### src/rtl/irq_ctrl.sv
// Interrupt controller: masks level requests, arbitrates one winner, handshakes with the CPU
// and issues the clear write (offset 2'b01) to the winning peripheral. IRQ_CTRL_RR_EN adds round-robin.
module irq_ctrl #(
    parameter int N_SRC = 4,
    parameter int VEC_W = 2
) (
    input  logic             i_clk,
    input  logic             i_rst,

    input  logic             i_sel,
    input  logic             i_we,
    input  logic             i_re,
    input  logic [1:0]       i_addr,
    input  logic [15:0]      i_wdata,
    output logic [15:0]      o_rdata,
    output logic             o_rdy,

    input  logic [N_SRC-1:0] i_src_req,

    output logic             o_cpu_irq,
    output logic [VEC_W-1:0] o_cpu_vec,
    input  logic             i_cpu_ack,

    output logic [N_SRC-1:0] o_clr_sel,
    output logic             o_clr_we,
    output logic [1:0]       o_clr_addr,
    output logic [15:0]      o_clr_wdata,
    input  logic             i_clr_rdy
);

    typedef enum logic [1:0] {
        IDLE = 2'd0,
        REQ  = 2'd1,
        CLR  = 2'd2,
        WAIT = 2'd3
    } state_t;

    state_t             state_q, state_d;
    logic [N_SRC-1:0]   mask_q;
    logic               en_q;
    logic [N_SRC-1:0]   pend;
    logic [VEC_W-1:0]   win_idx;
    logic [VEC_W-1:0]   vec_q, vec_d;
    logic [N_SRC-1:0]   vec_onehot;
    logic               irq_q, irq_d;
    logic               clr_we_q, clr_we_d;
    logic [N_SRC-1:0]   clr_sel_q, clr_sel_d;
    logic               reg_wr;
    logic [15:0]        status;
    logic               unused_wdata;

    assign reg_wr       = i_sel && i_we;
    assign pend         = i_src_req & mask_q;
    assign vec_onehot   = {{(N_SRC-1){1'b0}}, 1'b1} << vec_q;
    assign unused_wdata = ^i_wdata;

`ifdef IRQ_CTRL_RR_EN
    logic               rr_q;
    logic [VEC_W-1:0]   last_q, last_d;
    logic [VEC_W-1:0]   rr_idx;

    // Walk the search order backwards so the last hit written is the first in priority order.
    always_comb begin
        win_idx = '0;
        rr_idx  = '0;
        if (rr_q) begin
            for (int k = N_SRC; k >= 1; k--) begin
                rr_idx = VEC_W'((int'(last_q) + k) % N_SRC);
                if (pend[rr_idx]) win_idx = rr_idx;
            end
        end else begin
            for (int i = N_SRC - 1; i >= 0; i--) begin
                if (pend[i]) win_idx = VEC_W'(i);
            end
        end
    end
`else
    always_comb begin
        win_idx = '0;
        for (int i = N_SRC - 1; i >= 0; i--) begin
            if (pend[i]) win_idx = VEC_W'(i);
        end
    end
`endif

    // NOTE: every signal driven here gets a default first, so no path can infer a latch.
    always_comb begin
        state_d   = state_q;
        vec_d     = vec_q;
        irq_d     = 1'b0;
        clr_we_d  = 1'b0;
        clr_sel_d = '0;
`ifdef IRQ_CTRL_RR_EN
        last_d    = last_q;
`endif
        case (state_q)
            IDLE: begin
                if (en_q && (|pend)) begin
                    state_d = REQ;
                    vec_d   = win_idx;
                    irq_d   = 1'b1;
                end
            end
            REQ: begin
                if (i_cpu_ack) begin
                    state_d   = CLR;
                    clr_we_d  = 1'b1;
                    clr_sel_d = vec_onehot;
`ifdef IRQ_CTRL_RR_EN
                    last_d    = vec_q;
`endif
                end else if (!pend[vec_q] || !en_q) begin
                    state_d = IDLE;
                end else begin
                    irq_d = 1'b1;
                end
            end
            CLR: begin
                if (i_clr_rdy) begin
                    state_d = WAIT;
                end else begin
                    clr_we_d  = 1'b1;
                    clr_sel_d = vec_onehot;
                end
            end
            WAIT: state_d = IDLE;
            default: state_d = IDLE;
        endcase
    end

    // NOTE: sequential state uses non-blocking assignments so all flops update from pre-edge values.
    always_ff @(posedge i_clk) begin
        if (i_rst) begin
            state_q   <= IDLE;
            vec_q     <= '0;
            irq_q     <= 1'b0;
            clr_we_q  <= 1'b0;
            clr_sel_q <= '0;
        end else begin
            state_q   <= state_d;
            vec_q     <= vec_d;
            irq_q     <= irq_d;
            clr_we_q  <= clr_we_d;
            clr_sel_q <= clr_sel_d;
        end
    end

    always_ff @(posedge i_clk) begin
        if (i_rst) begin
            mask_q <= '0;
            en_q   <= 1'b0;
`ifdef IRQ_CTRL_RR_EN
            rr_q   <= 1'b0;
            last_q <= VEC_W'(N_SRC - 1);
`endif
        end else begin
            if (reg_wr && (i_addr == 2'b00)) mask_q <= i_wdata[N_SRC-1:0];
            if (reg_wr && (i_addr == 2'b01)) begin
                en_q <= i_wdata[0];
`ifdef IRQ_CTRL_RR_EN
                rr_q <= i_wdata[1];
`endif
            end
`ifdef IRQ_CTRL_RR_EN
            last_q <= last_d;
`endif
        end
    end

    always_comb begin
        status                    = '0;
        status[0]                 = irq_q;
        status[VEC_W:1]           = vec_q;
        status[VEC_W+2:VEC_W+1]   = state_q;
    end

    always_comb begin
        o_rdata = '0;
        if (i_sel && i_re) begin
            case (i_addr)
                2'b00: o_rdata = 16'(mask_q);
`ifdef IRQ_CTRL_RR_EN
                2'b01: o_rdata = {14'b0, rr_q, en_q};
`else
                2'b01: o_rdata = {14'b0, 1'b0, en_q};
`endif
                2'b10: o_rdata = 16'(pend);
                default: o_rdata = status;
            endcase
        end
    end

    assign o_rdy       = i_sel;
    assign o_cpu_irq   = irq_q;
    assign o_cpu_vec   = vec_q;
    assign o_clr_sel   = clr_sel_q;
    assign o_clr_we    = clr_we_q;
    assign o_clr_addr  = 2'b01;
    assign o_clr_wdata = 16'h0000;

endmodule

### config.mk
export PLATFORM = sky130hd
export DESIGN_NAME = irq_ctrl
export DESIGN_NICKNAME = d
export VERILOG_FILES = /design/src/rtl/irq_ctrl.sv
export SDC_FILE = /design/constraint.sdc
export NUM_CORES = 1
export LEC_CHECK = 0
export ABC_AREA = 1
export CAP_MARGIN = 20
export CORE_UTILIZATION = 60
export DETAILED_ROUTE_END_ITERATION = 8
export DONT_BUFFER_PORTS = 1
export PLACE_DENSITY = 0.76
export SETUP_SLACK_MARGIN = 0.3
export SLEW_MARGIN = 10
export SYNTH_ARGS = -nofsm -noshare
export SYNTH_HDL_FRONTEND = slang
export SYNTH_SLANG_ARGS = --single-unit
### constraint.sdc
create_clock -name i_clk -period 1.6 [get_ports i_clk]
set_input_delay 0.08 -clock i_clk [delete_from_list [all_inputs] [get_ports i_clk]]
set_output_delay 0.08 -clock i_clk [all_outputs]
set_load 0.1 [all_outputs]
==> impl_metrics.tcl <==
set metrics [dict create \
    worstSkewPairLatency_ns 0.29 \
    area_growth_pct 33.78 \
    vias 1062 \
    grt_max_degree 10 \
    cts.path.max_buffers 2 \
    cts_buffers 3 \
    drtPass1Iterations 7 \
    path_class "flop to flop" \
    dp.cells 173 \
    cp-start-kind "flop" \
    rsz0062_at_grt "true" \
    seqPwrFrac 0.337 \
    diodes 0 \
    grt_first_pass_wirelength_um 3739 \
    hold_class "input port to flop" \
    drive_gt1_frac 0.3663 \
    ios 72 \
    route.detailed.drc 4 \
    synth_cell_type_count 21 \
    outcome "finished with violations" \
    initial_utilization 0.6653 \
    final_cells 188 \
    cp-end-kind "flop" \
    pwr-share-clk 0.192 \
    synth_area_leaders "dfxtp_1 29%, buf_4 22%, nand2_1 7.2%" \
    wl_per_cell_um 15.25 \
    die-area_um2 1899 \
    clk_pin_slew_ns 0.10 \
    required_ns 1.82 \
    cts-root-buf "clkbuf_4" \
    cp.arrival_ns 1.55 \
    placed_area_um2 1124 \
    async_reset_ff_frac 0 \
    grt_pass1_vias 871 \
    die_y_um 43.58 \
    ys.flop_type "dfxtp_1" \
    yosysMostFrequentCell "buf_4" \
    synth_top_area_frac 0.2895 \
    fmax_ghz 0.7509 \
    antenna_found_initial 0 \
    gr-usage-all-layers 0.2742 \
    netlist_area_um2 1037 \
    cts.sinks 15 \
    yosysWarnings 0 \
    synth-seq-area-share 0.2895 \
    violations "DRC" \
    initialDrtViolationCount 61 \
    ir_worst_vdd_mv 0.6832 \
    powerDensity_nw_per_um2 881.7 \
    worst-path-max-fanout 5 \
    fin_area_um2 1388 \
    finalSetupViolCount 0 \
    fin_crit_ns 1.332 \
    postRouteWirelength_um 2867 \
    synth-seq-cells 15 \
    floorplan.core_area_um2 1559 \
    p_sw_frac 0.5122 \
    synth_edf_count 0 \
    p_int_uw 596.7 \
    p_sw_uw 626.7 \
    fin_nets 205 \
    h-tree-depth 1 \
    drv_cap 0 \
    gp_congestion 0.8457 \
    cts_tree "done" \
    port-buffer-count 0 \
    gr-total-overflow 0 \
    post-route-period-util 0.8323 \
    routed_via_density 5.649 \
    finalHoldViolCount 0 \
    power_frac_comb 0.471 \
    place.detailed.hpwl_um 1709 \
    postRouteAntennaNets 0 \
    power_uw 1223 \
    pre_cts_ws_ns 0.1470 \
    tns_ns 0 \
    synth_common_cells "30 x buf_4, 20 x nand2_1, 17 x nor2_1" \
    worst_slack_ns 0.2683 \
    syn-instance-count 148 \
    synth_area_leader_cell "dfxtp_1" \
    die_w_um 43.58 \
    avgSynthCellArea_um2 7.008 \
    finClkSkew_ns 0.001540 \
    power_leakage_uw 0.0006190 \
    rows 14 \
    drv_slew 0 \
]
## flip-flops by register name, summed over array words and instances (netlist names), named ones only
| register | count |
|---|---|
| state_q | 1 |
| o_clr_sel | 4 |
| o_cpu_irq | 1 |
| mask_q | 4 |
| o_clr_we | 1 |
| en_q | 1 |
| o_cpu_vec | 2 |
## per-stage QoR
step / hold slack (ns) / utilization
floorplan: 0.1394 / -
global placement: 0.1424 / 0.7207
detailed placement: 0.1428 / 0.7207
CTS: 0.01396 / 0.8090
global route: 0.05459 / 0.8900
finish: 0.06935 / 0.8900
## power groups by stage
stage / registers, uW / clock network, uW / logic [uW]
2_1_floorplan: 412 / 0 / 489
3_3_place_gp: 409 / 0 / 450
3_5_place_dp: 410 / 0 / 464
4_1_cts: 403 / 232 / 485
5_1_grt: 414 / 255 / 598
6_report: 412 / 235 / 577
## layout make-up
cell class | count | area [um2]
Clock buffer | 3 | 22.52
Sequential cell | 15 | 327.8
Inverter | 16 | 65.06
Tap cell | 16 | 20.02
Fill cell | 79 | 171.4
Multi-Input combinational cell | 113 | 685.7
Clock inverter | 1 | 5.005
Timing Repair Buffer | 24 | 261.5
## cell usage in the layout (no fill, tap or decap)
| master | synthesis | final |
|---|---|---|
| a21oi_1 | 7 | 3 |
| a21oi_2 | 0 | 1 |
| a21oi_4 | 0 | 3 |
| a31oi_1 | 2 | 1 |
| a31oi_4 | 0 | 1 |
| buf_12 | 0 | 5 |
| buf_4 | 30 | 12 |
| buf_6 | 1 | 1 |
| clkbuf_4 | 0 | 3 |
| clkinv_2 | 0 | 1 |
| conb_1 | 2 | 29 |
| dfxtp_1 | 15 | 5 |
| dfxtp_2 | 0 | 4 |
| dfxtp_4 | 0 | 6 |
| dlygate4sd3_1 | 0 | 6 |
| ha_2 | 0 | 2 |
| ha_4 | 0 | 1 |
| inv_1 | 14 | 11 |
| inv_2 | 2 | 4 |
| inv_6 | 0 | 1 |
| nand2_1 | 20 | 17 |
| nand2_2 | 2 | 4 |
| nand2_4 | 0 | 1 |
| nand3_1 | 8 | 6 |
| nand3_2 | 3 | 4 |
| nand3_4 | 0 | 1 |
| nor2_1 | 17 | 16 |
| nor2_4 | 1 | 3 |
| nor3_1 | 7 | 2 |
| nor3_2 | 0 | 4 |
| nor3_4 | 0 | 1 |
| nor4_1 | 1 | 1 |
| o211ai_1 | 3 | 3 |
| o21ai_0 | 8 | 6 |
| o21ai_1 | 1 | 3 |
## logic make-up after synthesis
logic type / after synthesis / synth area share
AND/OR/NAND/NOR: 60 / 0.2702
buffers and inverters: 47 / 0.2859
AO/OA/AOI/OAI: 21 / 0.1110
flip-flops: 15 / 0.2895
adder cells (fa/ha/maj): 3 / 0.03619
other: 2 / 0.007240
## metal layers
| layer | wire (um) | vias to the layer above | part of all wire | global-route usage |
|---|---|---|---|---|
| li1 | - | 465 | - | - |
| met1 | 1000 | 483 | 0.35 | 0.2876 |
| met2 | 1450 | 98 | 0.51 | 0.4806 |
| met3 | 306 | 16 | 0.11 | 0.07083 |
| met4 | 109 | 0 | 0.038 | 0.1750 |
| met5 | 0 | - | 0 | 0 |
## critical path, stage by stage, from the launching register on
cell and delay (ns):
dfxtp_4 0.38, inv_2 0.08, ha_2 0.21, inv_1 0.06
nor2_1 0.22, nand3_1 0.13, a21oi_1 0.17
## final timing paths
path                                endpoint  depth (start not counted)  slack [ns]         start
worst max-delay path            o_cpu_vec[0]                          6        0.27    state_q[0]
worst min-delay path            o_cpu_vec[0]                          3        0.07  i_src_req[0]
worst max register to register  o_cpu_vec[0]                          6        0.27    state_q[0]
worst min register to register     mask_q[2]                          2        0.51     mask_q[2]
## what timing repair did
item	in CTS	in global routing
setup endpoints to repair	7	12
hold buffers	6	0
pin swaps	2	10
setup buffers	1	4
hold endpoints to repair	7	0
gates resized for setup	18	23
(Power assumes the default switching activity.)
